--- config.mk ---
export PLATFORM = sky130hd
export DESIGN_NAME = perc_learn
export DESIGN_NICKNAME = d
export VERILOG_FILES = /design/src/rtl/perc_learn_pkg.sv /design/src/rtl/perc_sat_step.sv /design/src/rtl/perc_learn.sv
export SDC_FILE = /design/constraint.sdc
export NUM_CORES = 1
export LEC_CHECK = 0
export ABC_AREA = 1
export CAP_MARGIN = 20
export CORE_MARGIN = 2
export CORE_UTILIZATION = 40
export CTS_BUF_LIST = sky130_fd_sc_hd__clkbuf_2
export CTS_CLUSTER_DIAMETER = 40
export DETAILED_ROUTE_END_ITERATION = 16
export DONT_BUFFER_PORTS = 1
export HOLD_SLACK_MARGIN = 0.06
export PLACE_DENSITY = 0.56
export RECOVER_POWER = 50
export SYNTH_ARGS = -nofsm -noshare
export SYNTH_HDL_FRONTEND = slang
export SYNTH_SLANG_ARGS = --single-unit
--- constraint.sdc ---
create_clock -name clk -period 3.8 [get_ports clk]
set_clock_uncertainty 0.05 [all_clocks]
set_input_delay 0.76 -clock clk [delete_from_list [all_inputs] [get_ports clk]]
set_output_delay 0.76 -clock clk [all_outputs]
set_load 0.005 [all_outputs]
--- src/rtl/perc_learn_pkg.sv ---
// Shared definitions for the perc_learn perceptron block.
//   state_e    : controller states (IDLE, ACC, DECIDE, UPDATE)
//   acc_width  : accumulator / threshold width for n inputs of ww-bit weights
//   addr_width : parameter-write address width (n weights + 1 threshold)
package perc_learn_pkg;

  typedef enum logic [1:0] {
    IDLE   = 2'd0,
    ACC    = 2'd1,
    DECIDE = 2'd2,
    UPDATE = 2'd3
  } state_e;

  // A sum of n signed ww-bit values spans at most n * 2^(ww-1) in magnitude.
  // That fits in ww + clog2(n) signed bits. The extra bit is headroom, so the
  // accumulator can never overflow whatever weights are loaded.
  function automatic int acc_width(input int n, input int ww);
    return ww + $clog2(n) + 1;
  endfunction

  // Addresses 0..n-1 select weights and address n selects the threshold.
  function automatic int addr_width(input int n);
    return $clog2(n + 1);
  endfunction

endpackage

--- src/rtl/perc_sat_step.sv ---
// Saturating +/-1 step for one perceptron weight (purely combinational).
//   w_cur : current signed weight
//   en    : apply the step (the feature bit for this weight was 1)
//   up    : 1 = step towards +max, 0 = step towards -min
//   w_nxt : stepped weight, clamped to [-2^(WW-1), 2^(WW-1)-1]
module perc_sat_step #(
  parameter int WW = 8
) (
  input  logic signed [WW-1:0] w_cur,
  input  logic                 en,
  input  logic                 up,
  output logic signed [WW-1:0] w_nxt
);

  localparam logic signed [WW-1:0] W_MAX = {1'b0, {(WW-1){1'b1}}};
  localparam logic signed [WW-1:0] W_MIN = {1'b1, {(WW-1){1'b0}}};

  // NOTE: every output of a combinational block gets a default first. If a
  // path leaves an output unassigned, the tool infers a latch.
  always_comb begin
    w_nxt = w_cur;
    if (en) begin
      if (up) begin
        if (w_cur != W_MAX) w_nxt = w_cur + WW'(1);
      end else begin
        if (w_cur != W_MIN) w_nxt = w_cur - WW'(1);
      end
    end
  end

endmodule

--- src/rtl/perc_learn.sv ---
// Single-neuron perceptron with on-line learning.
// A sample is accepted in IDLE. The controller then spends N cycles summing
// the weights of the set feature bits, registers the thresholded decision
// with a one-cycle out_valid pulse, and optionally applies one saturating
// +/-1 learning step to every active weight.
//   clk, rst             : clock, synchronous active-high reset
//   in_valid / in_ready  : sample handshake
//   data_in              : N-bit binary feature vector (bit i = x[i])
//   in_train, in_target  : learning request and desired output
//   data_out, out_valid  : decision (held) and new-decision pulse
//   wr_en/wr_addr/wr_data: weight (addr < N) or threshold (addr == N) write,
//                          honoured only in IDLE
//   err_cnt              : saturating count of trained mispredictions
module perc_learn
  import perc_learn_pkg::*;
#(
  parameter  int N      = 4,
  parameter  int WW     = 8,
  parameter  int THRESH = 10,
  localparam int AW     = acc_width(N, WW),
  localparam int ADW    = addr_width(N)
) (
  input  logic           clk,
  input  logic           rst,
  input  logic           in_valid,
  output logic           in_ready,
  input  logic [N-1:0]   data_in,
  input  logic           in_train,
  input  logic           in_target,
  output logic           data_out,
  output logic           out_valid,
  input  logic           wr_en,
  input  logic [ADW-1:0] wr_addr,
  input  logic [AW-1:0]  wr_data,
  output logic [15:0]    err_cnt
);

  localparam int IW = $clog2(N);

  state_e               state_q, state_d;
  logic [N-1:0]         x_q, x_d;
  logic                 train_q, train_d;
  logic                 target_q, target_d;
  logic signed [AW-1:0] acc_q, acc_d;
  logic [IW-1:0]        idx_q, idx_d;
  logic signed [WW-1:0] w_q [N];
  logic signed [WW-1:0] w_d [N];
  logic signed [WW-1:0] w_step [N];
  logic signed [AW-1:0] thr_q, thr_d;
  logic                 dout_q, dout_d;
  logic                 ovalid_q, ovalid_d;
  logic [15:0]          err_q, err_d;

  logic accept;
  logic decision;

  // A pending parameter write takes priority over an offered sample.
  assign in_ready = (state_q == IDLE) && !wr_en;
  assign accept   = in_valid && in_ready;
  assign decision = (acc_q >= thr_q);  // both operands signed

  for (genvar g = 0; g < N; g++) begin : g_step
    perc_sat_step #(.WW(WW)) u_step (
      .w_cur (w_q[g]),
      .en    (x_q[g]),
      .up    (target_q),
      .w_nxt (w_step[g])
    );
  end

  always_comb begin
    state_d  = state_q;
    x_d      = x_q;
    train_d  = train_q;
    target_d = target_q;
    acc_d    = acc_q;
    idx_d    = idx_q;
    w_d      = w_q;
    thr_d    = thr_q;
    dout_d   = dout_q;
    ovalid_d = 1'b0;
    err_d    = err_q;

    unique case (state_q)
      IDLE: begin
        if (wr_en) begin
          for (int i = 0; i < N; i++) begin
            if (wr_addr == ADW'(i)) w_d[i] = wr_data[WW-1:0];
          end
          if (wr_addr == ADW'(N)) thr_d = wr_data;
        end else if (accept) begin
          x_d      = data_in;
          train_d  = in_train;
          target_d = in_target;
          acc_d    = '0;
          idx_d    = '0;
          state_d  = ACC;
        end
      end

      ACC: begin
        // One weight per cycle, chosen by idx_q and sign-extended to AW.
        for (int i = 0; i < N; i++) begin
          if (idx_q == IW'(i) && x_q[i]) begin
            acc_d = acc_q + {{(AW-WW){w_q[i][WW-1]}}, w_q[i]};
          end
        end
        if (idx_q == IW'(N - 1)) begin
          idx_d   = '0;
          state_d = DECIDE;
        end else begin
          idx_d = idx_q + IW'(1);
        end
      end

      DECIDE: begin
        dout_d   = decision;
        ovalid_d = 1'b1;
        state_d  = (train_q && (decision != target_q)) ? UPDATE : IDLE;
      end

      UPDATE: begin
        w_d = w_step;
        if (err_q != 16'hFFFF) err_d = err_q + 16'd1;
        state_d = IDLE;
      end

      default: state_d = IDLE;
    endcase
  end

  // NOTE: sequential state uses non-blocking assignments only. Every flop then
  // samples its old value at the edge, whatever order the statements are in.
  always_ff @(posedge clk) begin
    if (rst) begin
      state_q  <= IDLE;
      x_q      <= '0;
      train_q  <= 1'b0;
      target_q <= 1'b0;
      acc_q    <= '0;
      idx_q    <= '0;
      // NOTE: the weight array is a handful of flops rather than a RAM. That
      // makes it legal and cheap to clear on reset, and learning must restart
      // from zero weights.
      for (int i = 0; i < N; i++) w_q[i] <= '0;
      thr_q    <= AW'(THRESH);
      dout_q   <= 1'b0;
      ovalid_q <= 1'b0;
      err_q    <= '0;
    end else begin
      state_q  <= state_d;
      x_q      <= x_d;
      train_q  <= train_d;
      target_q <= target_d;
      acc_q    <= acc_d;
      idx_q    <= idx_d;
      w_q      <= w_d;
      thr_q    <= thr_d;
      dout_q   <= dout_d;
      ovalid_q <= ovalid_d;
      err_q    <= err_d;
    end
  end

  assign data_out  = dout_q;
  assign out_valid = ovalid_q;
  assign err_cnt   = err_q;

endmodule

==> results of run 1 <==
-- critical path, stage by stage, from the launching register on --
cell,delay [ns]
dfxtp_1,0.44
inv_1,0.08
ha_1,0.17
nand2_1,0.31
o21ai_0,0.16
a221oi_1,0.31
ha_1,0.30
inv_1,0.07
fa_1,0.43
inv_1,0.09
a21oi_1,0.11
o21ai_0,0.17
nand2_1,0.06
nand3_1,0.08
a21oi_1,0.06
-- report_power, final --
part | total, mW | switching [mW] | internal (mW)
clock network | 0.486 | 0.332 | 0.154
logic | 0.347 | 0.223 | 0.125
registers | 0.922 | 0.0320 | 0.890
-- area by class of cell --
class	instances	area (sq um)
Multi-Input combinational cell	655	3640
Tap cell	184	230
Clock buffer	11	55.1
Inverter	121	455
Clock inverter	5	55.1
Antenna cell	1	2.50
Timing Repair Buffer	5	37.5
Sequential cell	82	1640
Fill cell	1568	8360
-- routing by layer --
| layer | global-route usage (%) | vias to the layer above | part of all wire (%) |
|---|---|---|---|
| met3 | 3.68 | 31 | 3.1 |
| li1 | - | 2939 | - |
| met5 | 0 | - | 0 |
| met2 | 33.1 | 91 | 43 |
| met1 | 29.2 | 2573 | 50 |
| met4 | 8.76 | 0 | 3.6 |
-- cells in the final DEF (no fill, tap or decap), drive strengths merged, types with 4 or more instances in the layout --
master | synthesis | layout
a21oi | 102 | 102
a221oi | 7 | 7
buf | 11 | 5
clkbuf | 11 | 11
dfxtp | 82 | 82
fa | 5 | 5
ha | 50 | 50
inv | 121 | 120
nand2 | 183 | 183
nand3 | 51 | 51
nand4 | 14 | 14
nor2 | 82 | 82
nor3 | 15 | 15
nor4 | 14 | 14
o211ai | 8 | 8
o21ai | 81 | 81
or2 | 4 | 4
xnor2 | 8 | 8
xor2 | 15 | 15
-- cell usage after synthesis (13+ instances only) --
master and n:
ha_1 50, nand2_1 176, nor4_1 13, inv_1 115, xor2_1 15, o21ai_0 79
nor2_1 79, nor3_1 14, nand4_1 14, nand3_1 49, dfxtp_1 82, a21oi_1 101
-- metrics by stage --
stage / instance area, sq um / setup slack, ns / util (%) / total power, mW
2_1_floorplan: 5890 / 1.09 / - / 1.21
3_3_place_gp: 6050 / 0.951 / 41.8 / 1.29
3_5_place_dp: 6050 / 0.855 / 41.8 / 1.29
4_1_cts: 6160 / 0.842 / 42.6 / 1.78
5_1_grt: 6120 / 0.533 / 42.2 / 1.86
6_report: 6120 / 0.821 / 42.2 / 1.76
-- logic make-up (layout without fill, tap and decap cells) --
group           count (synthesis)  after routing  share of synthesized area (%)
simple gates                  366            366                           27.5
buf+inv                       143            142                           9.56
compound gates                211            211                           19.4
other cells                     0              1                              0
fa+ha+maj                      55             55                           12.3
flops                          82             82                           27.9
xor+xnor                       23             23                           3.42
-- registers in the layout, indices dropped and copies added (netlist names) --
signal,cells
acc_q,11
data_out,1
err_cnt,16
idx_q,2
out_valid,1
state_q,2
target_q,1
thr_q,11
train_q,1
w_q,32
x_q,4
-- path summary, 6_finish.rpt --
check                                 to  startpoint  cells past startpoint  slack, ns
worst max-delay path            acc_q[8]    idx_q[1]                     14       0.82
worst min-delay path             w_q[28]         rst                      1       0.13
worst max register to register  acc_q[8]    idx_q[1]                     14       0.82
worst min register to register  thr_q[5]    thr_q[5]                      2       0.44
==> metrics.md, run 1 <==
| Metric | Value |
|---|---|
| Status | `finished clean` |
| Rows | `44` |
| Seq/Total Area, Yosys | `27.9%` |
| Post-Layout Cell Count | `between 1,000 and 1,500` |
| Syn avg cell area | `around 6.7 sq um` |
| Final Cycle Share | `approximately four fifths` |
| Worst Max-Slew Pin Slew | `1.11 ns` |
| Syn_nets | `959` |
| Placed insts | `~1,000` |
| Clk sink count | `82` |
| I/O pins | `43` |
| Placer Congestion | `about 0.86` |
| Area Overhead vs Synth | `3.84%` |
| Postcts setup bufs | `0` |
| Worst hold slack | `approximately 0.13 ns` |
| Req. time, crit path | `4.28 ns` |
| PortBufs | `0` |
| TritonCTS clock tree | `built` |
| Clk slew on worst S/H paths | `around 0.24 ns` |
| Initial DRC Count | `340` |
| First-pass GRT wire length | `about 27 mm` |
| Critical path fanouts, max | `17` |
| Overall Global Routing Usage | `approximately a fifth` |
| Routed WL | `about 16 mm` |
| Synth Instances | `880` |
| First drt pass iteration count | `5` |
| Pleak | `around 2.6 nW` |
| Post-synth cell types | `46` |
| Top cell type's share of synthesized area | `around 28%` |
| Cell Area, Synth | `5890 sq um` |
| Routed wire length per instance | `about 15 um` |
| Pins Over Slew Limit | `0` |
| Deepest clock path buffer count | `2` |
| Synth Flop Type | `dfxtp_1` |
| Synth area leader | `dfxtp_1` |
| RSZ-0062 raised after global routing | `false` |
| Slew margin rel. | `25.9%` |
| Die W | `between 100 and 150 um` |
| IR drop worst, VDD | `0.120 mV` |
| Fraction of layout cells with a size suffix above 1 | `under 10%` |
| H-tree depth | `3` |
| Max_cap viols | `0` |
| Largest net degree at the start of global routing | `37` |
| Startpoint Class | `flop` |
| Worst-Skew Late Latency | `slightly above 0.6 ns` |
| Post-CTS sizing | `0` |
| DRC Markers | `0` |
| Fmax | `336 MHz` |
| Final Hold Vio Count | `0` |
| Vias | `5,634` |
| Antenna violations before repair | `1` |
| Critical Path AT | `roughly 3.5 ns` |
| Asr flop ratio synth | `0%` |
| FF+latch count, synth | `between 80 and 90` |
| Via density | `between 5 and 6` |
| Starting Density | `just over 40%` |
| Die area | `around 16,000 sq um` |
| Total CTS buffers | `9` |
| Core area | `~14,000 sq um` |
| Power density over cell area | `287 nW/um^2` |
| Total grt overflow | `0` |
| Hold Crit Class | `input pin to flop` |
| Die height | `~130 um` |
| Top post-synthesis cells by area | `dfxtp_1 28%, nand2_1 11%, ha_1 11%, a21oi_1 8.6%, inv_1 7.3%` |
| Warning count from the yosys run | `0` |
| Number of synthesized flops with an enable pin | `0` |
| Vias in the first global route | `approximately 5,300` |
| Post-route minimum period | `2.98 ns` |
| Clk root buf | `clkbuf_2` |
| Final nets | `between 900 and 1,000` |
| Setup Viol. Count Final | `0` |
| Antenna Violating Nets Remaining | `0` |
| Crit path kind | `flop to flop` |
| Post-Route Setup TNS | `0 ns` |
| Kind of end point of the critical path | `flop` |
| Post-CTS Hold Fix Bufs | `0` |
| DP HPWL | `approximately 12 mm` |
(Power assumes the default switching activity.)
==> run 2: changes to the inputs <==
--- a/config.mk
+++ b/config.mk
@@ -14,7 +14,7 @@
 export DETAILED_ROUTE_END_ITERATION = 16
 export DONT_BUFFER_PORTS = 1
 export HOLD_SLACK_MARGIN = 0.06
-export PLACE_DENSITY = 0.56
+export PLACE_DENSITY = 0.58
 export RECOVER_POWER = 50
 export SYNTH_ARGS = -nofsm -noshare
 export SYNTH_HDL_FRONTEND = slang
==> constraint.sdc (replaced) <==
create_clock -name clk -period 2.6 [get_ports clk]
set_clock_uncertainty 0.05 [all_clocks]
set_input_delay 0.52 -clock clk [delete_from_list [all_inputs] [get_ports clk]]
set_output_delay 0.52 -clock clk [all_outputs]
set_load 0.005 [all_outputs]
==> run 2 against run 1 <==
- design area grew 15%
- routed wire length grew 6.9%
- global-route usage grew 0.58 points
- final cell count grew 5.9%
- highest routed layer unchanged
- via count grew 5.6%
- setup slack lost 0.68 ns
- combinational power grew 80%
- largest power group unchanged
==> metrics.md, run 2 (same netlist as run 1, synthesis figures left out) <==
| Metric | Value |
|---|---|
| Psw | `roughly 920 uW` |
| Post-route cell area | `around 7100 sq um` |
| Placed insts | `~1,100` |
| Placer Congestion | `between 0.8 and 0.9` |
| Largest Register | `w_q` |
| Antenna violations before repair | `1` |
| Max_cap viols | `0` |
| Rows | `44` |
| Req. time, crit path | `3.07 ns` |
| First drt pass iteration count | `5` |
| PortBufs | `0` |
| DP HPWL | `~12 mm` |
| Routed wire length per instance | `~15 um` |
| First-pass GRT wire length | `approximately 28 mm` |
| Max reg flops | `32` |
| Switching Share | `about a third` |
| Hold EP | `acc_q[8]` |
| Total CTS buffers | `9` |
| Combinational power share | `23.2%` |
| Crit path kind | `flop to flop` |
| Pleak | `3.04 nW` |
| R2R Setup Slk | `roughly 0.14 ns` |
| Setup Viol. Count Final | `0` |
| Internal | `1.78 mW` |
| DRC Markers | `0` |
| Critical path fanouts, max | `9` |
| Clock Power Share | `a little over a quarter` |
| IR drop worst, VDD | `0.161 mV` |
| Routed WL | `17.4 mm` |
| Pins Over Slew Limit | `0` |
| Initial DRC Count | `about 340` |
| Overall Global Routing Usage | `between 20% and 30%` |
| Clk root buf | `clkbuf_2` |
| Hold Crit Class | `input pin to flop` |
| Total grt overflow | `0` |
| Met3 routed WL | `778 um` |
| Vias | `around 5,900` |
| Share of total power in sequential cells | `between 50% and 60%` |
| Post-route minimum period | `~2.5 ns` |
| Kind of end point of the critical path | `flop` |
| H-tree depth | `3` |
| Final Hold Vio Count | `0` |
| Fraction of layout cells with a size suffix above 1 | `between 10 and 15%` |
| Wire length on met2 | `roughly 7.8 mm` |
| Slew margin rel. | `about 45%` |
| Metal1 wirelength | `8.28 mm` |
| Critical R2R Capture | `err_cnt[12]` |
| Vias in the first global route | `between 5,000 and 6,000` |
| Largest net degree at the start of global routing | `30` |
| Worst hold slack | `a little under 0.1 ns` |
| Antenna Violating Nets Remaining | `0` |
| Commonest non-fill, non-tap cell in the layout | `nand2_1` |
| Max layer used | `met4` |
| TritonCTS clock tree | `built` |
| Worst Max-Slew Pin Slew | `about 0.8 ns` |
| Post-route worst setup slack | `between 0.1 and 0.15 ns` |
| Via density | `around 5.3` |
| Starting Density | `around 41%` |
| Pre-CTS WS | `-0.118 ns` |
| Worst Hold Depth | `2` |
| Placed Area | `roughly 6300 sq um` |
| Status | `finished clean` |
| Critical Path AT | `2.93 ns` |
| Deepest clock path buffer count | `2` |
| I/O pins | `43` |
| Clk slew on worst S/H paths | `approximately 0.26 ns` |
| Die height | `~130 um` |
| Most frequent cells in the layout | `172 x nand2_1, 110 x inv_1, 94 x a21oi_1` |
| Core area | `14,500 sq um` |
| Die area | `roughly 16,000 sq um` |
| Final nets | `slightly above 1,000` |
| Post-Layout Cell Count | `~1,100` |
| Fmax | `a little over 400 MHz` |
| Startpoint Class | `flop` |
| Area Overhead vs Synth | `19.8%` |
| Worst-Skew Late Latency | `0.60 ns` |
| Die W | `roughly 130 um` |
| Power density over cell area | `around 380 nW/um^2` |
| R2R depth | `10` |
| Clk sink count | `between 80 and 90` |
| RR Startpoint | `err_cnt[0]` |
| Hold path start | `rst` |
| Final Cycle Share | `a little over nine tenths` |
| RSZ-0062 raised after global routing | `true` |
==> run 2: cell types whose count changed in the layout (fill, tap and decap cells not counted), sizes merged <==
cell	delta
nand2	+1
clkinvlp	-1
inv	+1
buf	+35
clkinv	+1
dlygate4sd3	+26
==> run 2: worst max-delay path by stage <==
stage                     from     endpoint  slack, ns  depth (start not counted)
floorplan             idx_q[1]     acc_q[4]       0.04                         13
global placement      idx_q[1]     acc_q[7]      -0.04                         13
detailed placement    idx_q[1]     acc_q[8]      -0.12                         13
CTS                   idx_q[0]     acc_q[8]      -0.01                         14
global route          idx_q[0]     acc_q[8]      -0.03                         14
finish              err_cnt[0]  err_cnt[12]       0.14                         10
==> run 2: power by group through the flow <==
stage          Clock [mW]  Sequential, mW  Combinational, mW
6_report            0.725            1.35              0.625
5_1_grt             0.781            1.35              0.712
4_1_cts             0.742            1.34              0.597
3_5_place_dp            0            1.37              0.554
3_3_place_gp            0            1.37              0.554
2_1_floorplan           0            1.35              0.419
==> run 2: final cells by class <==
class,instances,area (sq um)
fill,1499,7420
multi-input combinational,656,3970
sequential,82,1650
timing repair buffer,67,623
inverter,121,464
tap,184,230
clock inverter,6,67.6
clock buffer,10,50.0
antenna,1,2.50
==> run 2: layer usage <==
| layer | track usage [%] | vias to the layer above |
|---|---|---|
| li1 | - | 3061 |
| met2 | 35.8 | 106 |
| met3 | 4.49 | 36 |
| met4 | 8.17 | 0 |
| met1 | 28.4 | 2746 |
| met5 | 0 | - |
==> run 2: per-stage QoR <==
stage	util (%)	total power, mW	TNS (ns)
floorplan	-	1.77	0
CTS	46.6	2.68	-0.0106
global route	48.7	2.85	-0.0614
global placement	43.6	1.92	-0.137
finish	48.7	2.70	0
detailed placement	43.6	1.92	-0.599
==> run 2: worst max-delay path, stage by stage (launching register included) <==
cell,delay (ns)
dfxtp_1,0.50
ha_1,0.26
nand3_1,0.12
nor2_1,0.22
nand3_1,0.12
nand2_1,0.16
buf_4,0.19
nor2_1,0.06
xor2_1,0.12
nor2_1,0.05
dlygate4sd3_1,0.54
==> run 2: repair_timing <==
item | 4_1_cts | 5_1_grt
buffers inserted | 0 | 1
hold endpoints to repair | 48 | 0
pin swaps | 1 | 18
setup endpoints to repair | 8 | 13
gates cloned | 0 | 2
hold buffers | 27 | 0
resized for setup | 8 | 66
==> run 3: changes to the inputs <==
--- a/config.mk
+++ b/config.mk
@@ -6,7 +6,7 @@
 export NUM_CORES = 1
 export LEC_CHECK = 0
 export ABC_AREA = 1
-export CAP_MARGIN = 20
+export CAP_MARGIN = 10
 export CORE_MARGIN = 2
 export CORE_UTILIZATION = 40
 export CTS_BUF_LIST = sky130_fd_sc_hd__clkbuf_2
==> results of run 3 <==
Final layout, timing and power as in run 2 (identical DEF).
